## config.mk

```make
export PLATFORM = sky130hd
export DESIGN_NAME = alu_seq_flat
export DESIGN_NICKNAME = d
export VERILOG_FILES = /design/src/rtl/alu_seq_if.sv /design/src/rtl/alu_seq.sv /design/src/flat_wrapper.sv
export SDC_FILE = /design/constraint.sdc
export NUM_CORES = 1
export LEC_CHECK = 0
export BUFFER_PORTS_ARGS = -buffer_cell sky130_fd_sc_hd__buf_4
export CAP_MARGIN = 0
export CORE_UTILIZATION = 30
export DETAILED_ROUTE_END_ITERATION = 7
export PLACE_DENSITY = 0.47
export SLEW_MARGIN = 20
export SYNTH_ARGS = -nofsm -noshare
export SYNTH_HDL_FRONTEND = slang
export SYNTH_SLANG_ARGS = --single-unit
```

## constraint.sdc

```tcl
create_clock -name clk -period 6.7 [get_ports clk]
set_clock_uncertainty 0.05 [all_clocks]
set_input_delay 0.335 -clock clk [delete_from_list [all_inputs] [get_ports clk]]
set_output_delay 0.335 -clock clk [all_outputs]
set_load 0.005 [all_outputs]
```

## src/rtl/alu_seq_if.sv

```systemverilog
// alu_seq_if: handshake bundle between the issue stage, alu_seq and write-back.
// The master side presents operations and consumes results; alu_seq is the slave.
interface alu_seq_if #(
  parameter int N = 8
);
  logic         in_valid;
  logic         in_ready;
  logic [N-1:0] a;
  logic [N-1:0] b;
  logic [3:0]   operation;
  logic         sign;
  logic         out_valid;
  logic         out_ready;
  logic [N-1:0] result;
  logic [3:0]   flags;

  modport master (
    output in_valid, a, b, operation, sign, out_ready,
    input  in_ready, out_valid, result, flags
  );

  modport slave (
    input  in_valid, a, b, operation, sign, out_ready,
    output in_ready, out_valid, result, flags
  );
endinterface

```

## src/rtl/alu_seq.sv

```systemverilog
// alu_seq: clocked N-bit ALU, one operation in flight, valid/ready on both sides.
// Simple ops finish in one cycle; MUL (shift-add), DIV and REM (restoring
// division) iterate for N cycles on operand magnitudes, then fix up the signs.
// Result and flags {Z, NEG, V, DZ} are registered and held until out_ready.
// Optional build macro ALU_SEQ_FAST_MUL_EN: MUL uses a combinational N x N
// multiplier and completes in one cycle; DIV/REM stay iterative.
module alu_seq #(
  parameter int N = 8
) (
  input logic       clk,
  input logic       rst_n,
  alu_seq_if.slave  bus
);

  localparam int             CW       = $clog2(N);
  localparam logic [CW-1:0]  CNT_LAST = CW'(N - 1);
  localparam logic [N:0]     N_AMT    = (N + 1)'(N);
  localparam logic [N-1:0]   MIN_NEG  = {1'b1, {(N - 1){1'b0}}};

  localparam logic [3:0] OP_ADD = 4'b0000;
  localparam logic [3:0] OP_SUB = 4'b0001;
  localparam logic [3:0] OP_MUL = 4'b0010;
  localparam logic [3:0] OP_DIV = 4'b0011;
  localparam logic [3:0] OP_AND = 4'b0100;
  localparam logic [3:0] OP_OR  = 4'b0101;
  localparam logic [3:0] OP_NOT = 4'b0110;
  localparam logic [3:0] OP_LSL = 4'b0111;
  localparam logic [3:0] OP_LSR = 4'b1000;
  localparam logic [3:0] OP_ASR = 4'b1001;
  localparam logic [3:0] OP_REM = 4'b1010;

  typedef enum logic [1:0] {S_IDLE, S_EXEC, S_DONE} state_t;

  state_t         state;
  logic           in_ready_q;
  logic           out_valid_q;
  logic [N-1:0]   result_q;
  logic [3:0]     flags_q;
  logic [3:0]     op_r;
  logic           sign_r;
  logic [N-1:0]   a_r;
  logic [N-1:0]   b_r;
  logic [CW-1:0]  cnt;
  logic [2*N-1:0] acc;   // MUL: {partial sum, multiplier}; DIV/REM: {remainder, quotient}

  assign bus.in_ready  = in_ready_q;
  assign bus.out_valid = out_valid_q;
  assign bus.result    = result_q;
  assign bus.flags     = flags_q;

  function automatic logic [N-1:0] mag(input logic [N-1:0] x, input logic s);
    return (s && x[N-1]) ? -x : x;
  endfunction

  function automatic logic [2*N-1:0] fix_prod(input logic [2*N-1:0] p, input logic n);
    return n ? -p : p;
  endfunction

  // Signed: the top N+1 bits must be a pure sign extension. Unsigned: top N bits zero.
  function automatic logic mul_ovf(input logic [2*N-1:0] p, input logic s);
    if (s) return !((&p[2*N-1:N-1]) || !(|p[2*N-1:N-1]));
    return |p[2*N-1:N];
  endfunction

  function automatic logic [3:0] mk_flags(input logic [N-1:0] r, input logic s,
                                          input logic v, input logic dz);
    return {r == '0, s & r[N-1], v, dz};
  endfunction

  // Accept-side decode: which ops need the iterative datapath.
  logic         iter_op;
  logic [N-1:0] mag_a_in;
  logic [N-1:0] mag_b_in;

  assign mag_a_in = mag(bus.a, bus.sign);
  assign mag_b_in = mag(bus.b, bus.sign);

`ifdef ALU_SEQ_FAST_MUL_EN
  assign iter_op = ((bus.operation == OP_DIV) || (bus.operation == OP_REM)) && (bus.b != '0);

  logic [2*N-1:0] fast_full;
  assign fast_full = fix_prod({{N{1'b0}}, mag_a_in} * {{N{1'b0}}, mag_b_in},
                              bus.sign & (bus.a[N-1] ^ bus.b[N-1]));
`else
  assign iter_op = (bus.operation == OP_MUL) ||
                   (((bus.operation == OP_DIV) || (bus.operation == OP_REM)) && (bus.b != '0));
`endif

  // Single-cycle results, computed straight from the presented operands.
  logic [N:0]   add_w;
  logic [N:0]   sub_w;
  logic [N-1:0] sc_res;
  logic         sc_v;
  logic         sc_dz;

  always_comb begin
    // NOTE: every output of a combinational block gets a default first, so no path leaves it unassigned and infers a latch.
    add_w  = {1'b0, bus.a} + {1'b0, bus.b};
    sub_w  = {1'b0, bus.a} - {1'b0, bus.b};
    sc_res = '0;
    sc_v   = 1'b0;
    sc_dz  = 1'b0;
    case (bus.operation)
      OP_ADD: begin
        sc_res = add_w[N-1:0];
        sc_v   = bus.sign ? ((bus.a[N-1] == bus.b[N-1]) && (add_w[N-1] != bus.a[N-1]))
                          : add_w[N];
      end
      OP_SUB: begin
        sc_res = sub_w[N-1:0];
        sc_v   = bus.sign ? ((bus.a[N-1] != bus.b[N-1]) && (sub_w[N-1] != bus.a[N-1]))
                          : sub_w[N];
      end
      OP_AND: sc_res = bus.a & bus.b;
      OP_OR:  sc_res = bus.a | bus.b;
      OP_NOT: sc_res = ~bus.a;
      OP_LSL: sc_res = ({1'b0, bus.b} >= N_AMT) ? '0 : bus.a << bus.b;
      OP_LSR: sc_res = ({1'b0, bus.b} >= N_AMT) ? '0 : bus.a >> bus.b;
      OP_ASR: begin
        // NOTE: kept as if/else: inside a ?: with an unsigned arm, >>> would silently become a logical shift.
        if ({1'b0, bus.b} >= N_AMT)
          sc_res = bus.sign ? {N{bus.a[N-1]}} : '0;
        else if (bus.sign)
          sc_res = $signed(bus.a) >>> bus.b;
        else
          sc_res = bus.a >> bus.b;
      end
      // Only reached with b == 0; nonzero divisors go through the iterative path.
      OP_DIV: begin
        sc_res = '1;
        sc_dz  = 1'b1;
      end
      OP_REM: begin
        sc_res = bus.a;
        sc_dz  = 1'b1;
      end
`ifdef ALU_SEQ_FAST_MUL_EN
      OP_MUL: begin
        sc_res = fast_full[N-1:0];
        sc_v   = mul_ovf(fast_full, bus.sign);
      end
`endif
      default: ;  // illegal opcodes: result 0, Z set by mk_flags
    endcase
  end

  // One iteration step of shift-add multiply or restoring divide, plus sign fix-up
  // of the value that step produces (used on the final iteration).
  logic [N-1:0]   mag_a_r;
  logic [N-1:0]   mag_b_r;
  logic [N:0]     mul_sum;
  logic [N:0]     div_shift;
  logic [N:0]     div_diff;
  logic [2*N-1:0] acc_next;
  logic [2*N-1:0] mul_full;
  logic [N-1:0]   fin_res;
  logic           fin_v;

  assign mag_a_r = mag(a_r, sign_r);
  assign mag_b_r = mag(b_r, sign_r);

  always_comb begin
    mul_sum   = {1'b0, acc[2*N-1:N]} + (acc[0] ? {1'b0, mag_a_r} : '0);
    div_shift = {acc[2*N-1:N], acc[N-1]};
    div_diff  = div_shift - {1'b0, mag_b_r};
    if (op_r == OP_MUL)
      acc_next = {mul_sum, acc[N-1:1]};
    else if (!div_diff[N])
      acc_next = {div_diff[N-1:0], acc[N-2:0], 1'b1};
    else
      acc_next = {div_shift[N-1:0], acc[N-2:0], 1'b0};

    mul_full = fix_prod(acc_next, sign_r & (a_r[N-1] ^ b_r[N-1]));
    fin_v    = 1'b0;
    case (op_r)
      OP_MUL: begin
        fin_res = mul_full[N-1:0];
        fin_v   = mul_ovf(mul_full, sign_r);
      end
      OP_DIV: begin
        // -2^(N-1) / -1: magnitude quotient 2^(N-1) is not negated, so it wraps naturally.
        fin_res = (sign_r && (a_r[N-1] ^ b_r[N-1])) ? -acc_next[N-1:0] : acc_next[N-1:0];
        fin_v   = sign_r && (a_r == MIN_NEG) && (b_r == '1);
      end
      default: fin_res = (sign_r && a_r[N-1]) ? -acc_next[2*N-1:N] : acc_next[2*N-1:N];
    endcase
  end

  // Control FSM with registered handshake outputs, result and flags.
  always_ff @(posedge clk or negedge rst_n) begin
    if (!rst_n) begin
      state       <= S_IDLE;
      in_ready_q  <= 1'b0;
      out_valid_q <= 1'b0;
      result_q    <= '0;
      flags_q     <= '0;
      op_r        <= '0;
      sign_r      <= 1'b0;
      a_r         <= '0;
      b_r         <= '0;
      cnt         <= '0;
      acc         <= '0;
    end else begin
      // NOTE: non-blocking assignments everywhere here, so every register samples pre-edge values.
      case (state)
        S_IDLE: begin
          in_ready_q <= 1'b1;
          if (bus.in_valid && in_ready_q) begin
            op_r       <= bus.operation;
            sign_r     <= bus.sign;
            a_r        <= bus.a;
            b_r        <= bus.b;
            in_ready_q <= 1'b0;
            if (iter_op) begin
              state <= S_EXEC;
              cnt   <= '0;
              acc   <= (bus.operation == OP_MUL) ? {{N{1'b0}}, mag_b_in} : {{N{1'b0}}, mag_a_in};
            end else begin
              state       <= S_DONE;
              out_valid_q <= 1'b1;
              result_q    <= sc_res;
              flags_q     <= mk_flags(sc_res, bus.sign, sc_v, sc_dz);
            end
          end
        end
        S_EXEC: begin
          acc <= acc_next;
          cnt <= cnt + CW'(1);
          if (cnt == CNT_LAST) begin
            state       <= S_DONE;
            out_valid_q <= 1'b1;
            result_q    <= fin_res;
            flags_q     <= mk_flags(fin_res, sign_r, fin_v, 1'b0);
          end
        end
        S_DONE: begin
          // in_ready stays low here, so an op presented alongside out_ready waits a cycle.
          if (bus.out_ready) begin
            state       <= S_IDLE;
            out_valid_q <= 1'b0;
            in_ready_q  <= 1'b1;
          end
        end
        default: state <= S_IDLE;
      endcase
    end
  end

endmodule

```

## src/flat_wrapper.sv

```systemverilog
// flat-port wrapper written by rule: the top's interface ports become plain ports
module alu_seq_flat 
#(
  parameter int N = 8
)
  (clk, rst_n, bus_in_valid, bus_a, bus_b, bus_operation, bus_sign, bus_out_ready, bus_in_ready, bus_out_valid, bus_result, bus_flags);
  alu_seq_if #(.N(N)) bus_i ();
  input logic clk;
  input logic rst_n;
  input wire logic [$bits(bus_i.in_valid)-1:0] bus_in_valid;
  input wire logic [$bits(bus_i.a)-1:0] bus_a;
  input wire logic [$bits(bus_i.b)-1:0] bus_b;
  input wire logic [$bits(bus_i.operation)-1:0] bus_operation;
  input wire logic [$bits(bus_i.sign)-1:0] bus_sign;
  input wire logic [$bits(bus_i.out_ready)-1:0] bus_out_ready;
  output wire logic [$bits(bus_i.in_ready)-1:0] bus_in_ready;
  output wire logic [$bits(bus_i.out_valid)-1:0] bus_out_valid;
  output wire logic [$bits(bus_i.result)-1:0] bus_result;
  output wire logic [$bits(bus_i.flags)-1:0] bus_flags;
  assign bus_i.in_valid = bus_in_valid;
  assign bus_i.a = bus_a;
  assign bus_i.b = bus_b;
  assign bus_i.operation = bus_operation;
  assign bus_i.sign = bus_sign;
  assign bus_i.out_ready = bus_out_ready;
  assign bus_in_ready = bus_i.in_ready;
  assign bus_out_valid = bus_i.out_valid;
  assign bus_result = bus_i.result;
  assign bus_flags = bus_i.flags;
  alu_seq #(.N(N)) u_core (.clk(clk), .rst_n(rst_n), .bus(bus_i));
endmodule
```

-- Word level (Yosys, flattened, before mapping)
Index checks and enable logic that the tools add are counted.
W data, S select, Z words.
- add/subtract/negate cells: 12
- $lt $le $gt $ge: 1
- equal/unequal tests: 26
- shifts and indexed selects: 3
- muxes and demuxes: 54
- bitwise logic cells: 7
- reductions and logical operators: 34
- operators by type and width (operator ; count):
    $mux W8 ; 16
    $mux W16 ; 5
    $pmux W8 S10 ; 1
    $neg A8 Y8 ; 6
    $pmux W16 S2 ; 1
    $pmux W8 S2 ; 2
    $eq A4 B2 Y1 const B ; 4
    $eq A4 B3 Y1 const B ; 4
    $eq A8 B8 Y1 const B ; 2
    $logic_not A8 Y1 ; 2
    $neg A16 Y16 ; 1
    $mux W1 ; 13
    $eq A4 B4 Y1 const B ; 3
    $mux W4 ; 3
    $logic_and A1 B1 Y1 ; 11
    $add A8 B8 Y9 ; 1
    $add A8 B9 Y9 ; 1
    $reduce_and A9 Y1 ; 1
    $reduce_or A9 Y1 ; 1
    $sub A8 B8 Y9 ; 1
    $sub A9 B8 Y9 ; 1
    $and A8 B8 Y8 ; 1
    $ge A8 B4 Y1 const B ; 1
    $mux W2 ; 4
    35 further kinds ; 51
- register bits: 56
- bits of input ports: 25
- output and inout bits: 14
- logic and storage cells: 148

-- Depth between registers and ports, before layout
- depth after elaboration: 16
- mapped depth: 20
- gate-level depth less buffers: 19

-- Least setup slack after synthesis
Ideal clock, no wire load.
- path type: flip-flop to flip-flop
- start: register u_core.sign_r
- end: register u_core.flags_q[3], in the netlist u_core.bus.flags[3]
- library setup time: 104 ps
- arrival: 4735 ps
- required time: 6546 ps
- slack: 1811 ps
- cell stages (with the launch flop): 19
- buffers on the path: 1
- period minus slack after synthesis: 4889 ps
- cells stage by stage: dfrtp_1 -> clkbuf_1 -> nand2_1 -> mux2_2 -> fa_1 -> nand2b_1 -> a211o_1 -> a21o_1 -> nor2_1 -> o211ai_1 -> inv_2 -> ha_1 -> inv_1 -> o311ai_1 -> xnor2_1 -> a21oi_1 -> or4_1 -> or4b_1 -> o311ai_1
- longest elaborated chain between the ends: 11
- elaborated cells on any way between the ends: 21
- those cells by class: add/sub: 5; mux: 11; bitwise: 1; reduce/logical: 4
- ends and longest elaborated chain (item ; RTL line ; source):
    from (decl) ; alu_seq.sv:40 ; logic sign_r;
    from (signal assigned) ; alu_seq.sv:210 ; sign_r <= bus.sign;
    $logic_and A1 B1 Y1, on equally long branches ; alu_seq.sv:52, alu_seq.sv:185 ;
    $mux W8 ; alu_seq.sv:52 ; return (s && x[N-1]) ? -x : x;
    $sub A9 B8 Y9 or $mux W8 (tied branches) ; alu_seq.sv:165, alu_seq.sv:163 ;
    $mux W16 or $add A8 B9 Y9 (tied branches) ; alu_seq.sv:168, alu_seq.sv:163 ;
    $mux W16 ; alu_seq.sv:166 ; if (op_r == OP_MUL)
    $neg A16 Y16 (tied with other cells) ; alu_seq.sv:56 ; return n ? -p : p;
    $mux W16 (tied with other cells) ; alu_seq.sv:56 ;
    $pmux W8 S2 (*) ; alu_seq.sv:175 ; case (op_r)
    $logic_not A8 Y1 (*) ; alu_seq.sv:67 ; return {r == '0, s & r[N-1], v, dz};
    $mux W4 (*) ; alu_seq.sv:229 ; if (cnt == CNT_LAST) begin
    $pmux W4 S2 (*) ; alu_seq.sv:205 ; case (state)
    to (signal assigned) ; alu_seq.sv:222 ; flags_q <= mk_flags(sc_res, bus.sign, sc_v, sc_dz);
    to (signal assigned) ; alu_seq.sv:233 ; flags_q <= mk_flags(fin_res, sign_r, fin_v, 1'b0);
    to (decl) ; alu_seq.sv:38 ; logic [3:0] flags_q;
Mark *: on every way between the ends. The rest lies on a longest branch, timed or not. The select of a mux whose other input is x is not followed.
A chain may end at the register's enable or synchronous reset.

-- Worst setup path in the final report
Ends and elaborated chain as after synthesis.

==> key figures <==
Synthesis
  – Number of enable flip-flop cells after synthesis: 0
  – Area contributors post-synth: dfrtp_1 (21%), ha_1 (9.1%), a21oi_1 (6.0%)
  – Most used DFF post-synth: dfrtp_1
  – Largest area contributor in the netlist: dfrtp_1
  – Mapped cell area: 0.00675 mm²
  – Syn Inst Count: 911
  – Distinct cells, synth: 77
  – Synthesized Nets: 989
  – Seq cells post-synth: 56
  – Register area share after synthesis: 0.208
  – Asr flop ratio synth: 1.00
  – Syn avg cell area: 7.41 µm²
  – Post-synth top area share: 0.208
  – Synth warn: 0

Placed design
  – RePlAce Congestion: 0.868
  – Placed wire-length estimate: 18300 µm
  – IO buf count: 38
  – Setup WS pre-CTS: 1.32 ns

Clock network
  – Clock slew at reported path FFs: 0.07 ns
  – CTS Buf Count: 5
  – Hold buffer count at CTS: 0
  – CTS resizes: 0
  – CTS sink cnt: 56
  – Clock tree buffer depth: 2
  – Worst skew pair latency: 0.31 ns
  – TritonCTS clock tree: built
  – H-tree levels: 2
  – Setup Buffers After CTS: 0
  – CTS Root Cell: clkbuf_16

STA
  – Period minus WS final: 5.36 ns
  – Setup violations, final: 0
  – Fmax achieved: 187 MHz
  – Setup TNS: 0 ns
  – Final period util: 0.800
  – Worst-Margin Slew: 0.968 ns
  – Final Max Slew Viols: 0
  – Relative slew slack: 0.349
  – RSZ-0062 raised after global routing: no
  – Hold Vio Cnt, Final: 0
  – Final worst slack: 1.34 ns

Setup path
  – Worst-path cell chain: nand2_1, mux2_2, fa_1, nand2b_1, a211o_1, a21o_1, nor2_1, o211ai_1, inv_2, ha_1, inv_1, o311ai_1, xnor2_1, a21oi_1, or4_1, or4b_1, o311ai_1
  – Reg-to-reg critical path endpoint: u_core.bus.flags[3]
  – Worst setup EP type: flip-flop
  – Worst R2R Setup Slack: 1.34 ns
  – Crit Path Class: flip-flop to flip-flop
  – WP data required: 6.86 ns
  – Crit Path Max Fanout: 12
  – Most frequent CP cell: o311ai_1
  – CP delay by family, top: simple AND/OR/NAND/NOR gates
  – Reg2reg path depth: 17
  – Launch point of the worst reg-to-reg path: u_core.sign_r
  – Critical Path AT: 5.52 ns
  – Crit-path slowest cell: dfrtp_1
  – CP peak stage delay: 0.57 ns
  – Crit start category: flip-flop
  – Crit path buf inv count: 2

Route
  – DR vias/cell: 5.71
  – Antenna viol nets, final: 0
  – Iteration-0 DRC Markers: 438
  – DRC: 1
  – Routed wire length per instance: 20.2 µm
  – Via count: 6799
  – TritonRoute pass-1 iters: 7
  – Post-Route WL: 24100 µm

Final layout
  – FF+latch area: 0.00140 mm²
  – Nets: 988
  – Fill cells: 2340
  – Antenna diodes: 0
  – Multi-input gate area: 0.00501 mm²
  – Area Growth Syn to Fin: 9.51%
  – Share of layout cells above drive strength 1: 0.0989

Power
  – Leakage power: 3.08 nW
  – Pwr/cell area: 509 mW/mm²
  – Power Total: 3.76 mW
  – Max rail drop VDD: 0.205 mV

Min path
  – Hold Path Class: input pin to asynchronous set/reset pin

Floorplan
  – Core Rows: 54
  – DIE AREA: 0.0231 mm²
  – I/O pin total: 39
  – Die height: 152 µm
  – Starting Density: 0.307
  – CORE AREA: 0.0220 mm²
  – Chip width: 152 µm

Run status
  – Status: complete, but fails checks
  – Failing checks: design-rule violations

Global routing
  – Number of global-route vias before repair: 6595
  – First-pass GRT wire length: 38200 µm
  – GRT Resource Usage Total: 0.213
  – Total gr overflow: 0
  – Initial antenna violation count: 0
  – Largest net degree at the start of global routing: 57

Job
  – Max-cap violations: 0
[synthesized netlist by cell type (18+ instances only)]
library cell	n
a21oi_1	81
clkbuf_1	41
dfrtp_1	56
ha_1	49
inv_1	37
mux2_2	21
mux2i_1	18
nand2_1	99
nor2_1	102
nor3_1	27
o21ai_0	79
xnor2_1	33
[logic make-up after synthesis]
group                      count (synthesis)  share of synthesized area
buffers and inverters                     92                     0.0521
and+or+nand+nor                          320                      0.222
DFF                                       56                      0.208
adders and majority gates                 53                      0.103
muxes                                     39                     0.0617
AOI/OAI and AO/OA                        303                      0.292
xor gates and xnor gates                  48                     0.0623
[registers in the layout, summed over array words and instances (netlist names), 2 cells and up]
name / flops
u_core.a_r: 8
u_core.cnt: 3
u_core.bus.flags: 4
u_core.acc: 16
u_core.op_r: 4
u_core.bus.result: 8
u_core.b_r: 8
u_core.state: 2
[layout by cell type (no fill, tap or decap), types with 7 or more instances in the layout]
cell,synthesis,routed
a211oi_1,14,14
a21o_1,12,12
a21oi_1,81,81
a31oi_1,17,17
and3_1,7,7
buf_4,0,45
dfrtp_1,56,56
ha_1,49,49
inv_1,37,37
mux2_2,21,21
mux2i_1,18,18
nand2_1,99,99
nand2b_1,15,15
nand3_1,17,17
nand4_1,7,7
nor2_1,102,102
nor2b_1,8,8
nor3_1,27,25
o211ai_1,9,9
o21ai_0,79,79
o22ai_1,7,7
xnor2_1,33,33
xor2_1,15,15
[cell type report]
class | count | area share
timing repair buffer | 45 | 0.0457
clock buffer | 6 | 0.0188
multi-input combinational | 763 | 0.678
inverter | 39 | 0.0198
clock inverter | 1 | 0.00119
sequential | 56 | 0.190
tap | 280 | 0.0474
[stage by stage]
stage,area [µm²],util,hold slack [ns],std cells
finish,7390,0.337,0.0384,1190
global route,7390,0.337,0.112,1190
CTS,7390,0.337,0.0774,1190
detailed placement,7240,0.330,0.405,1183
global placement,7240,0.330,0.413,1183
floorplan,6750,-,-0.0106,911
[worst max-delay path by stage]
stage / slack (ns) / startpoint / to / cells after the start
finish: 1.34 / u_core.sign_r / u_core.bus.flags[3] / 17
global route: 0.94 / u_core.sign_r / u_core.bus.flags[3] / 17
CTS: 1.32 / u_core.sign_r / u_core.bus.flags[3] / 17
detailed placement: 1.32 / u_core.sign_r / u_core.bus.flags[3] / 17
global placement: 1.47 / u_core.sign_r / u_core.bus.flags[3] / 17
floorplan: 1.81 / u_core.sign_r / u_core.bus.flags[3] / 18
[where the power goes]
part,total (mW),internal (mW),leakage [nW],switching (mW)
sequential,0.704,0.494,0.695,0.210
clock,0.278,0.148,0.0729,0.130
combinational,2.78,1.14,2.32,1.64
total,3.76,1.78,3.08,1.98
[routing by layer]
metal  up-vias  share of wire  track usage
li1       3313              -            -
met1      3252           0.47        0.292
met2       189           0.45        0.342
met3        45          0.036       0.0185
met4         0          0.037       0.0933
met5         -              0            0
Power figures use the tool's default switching activity.
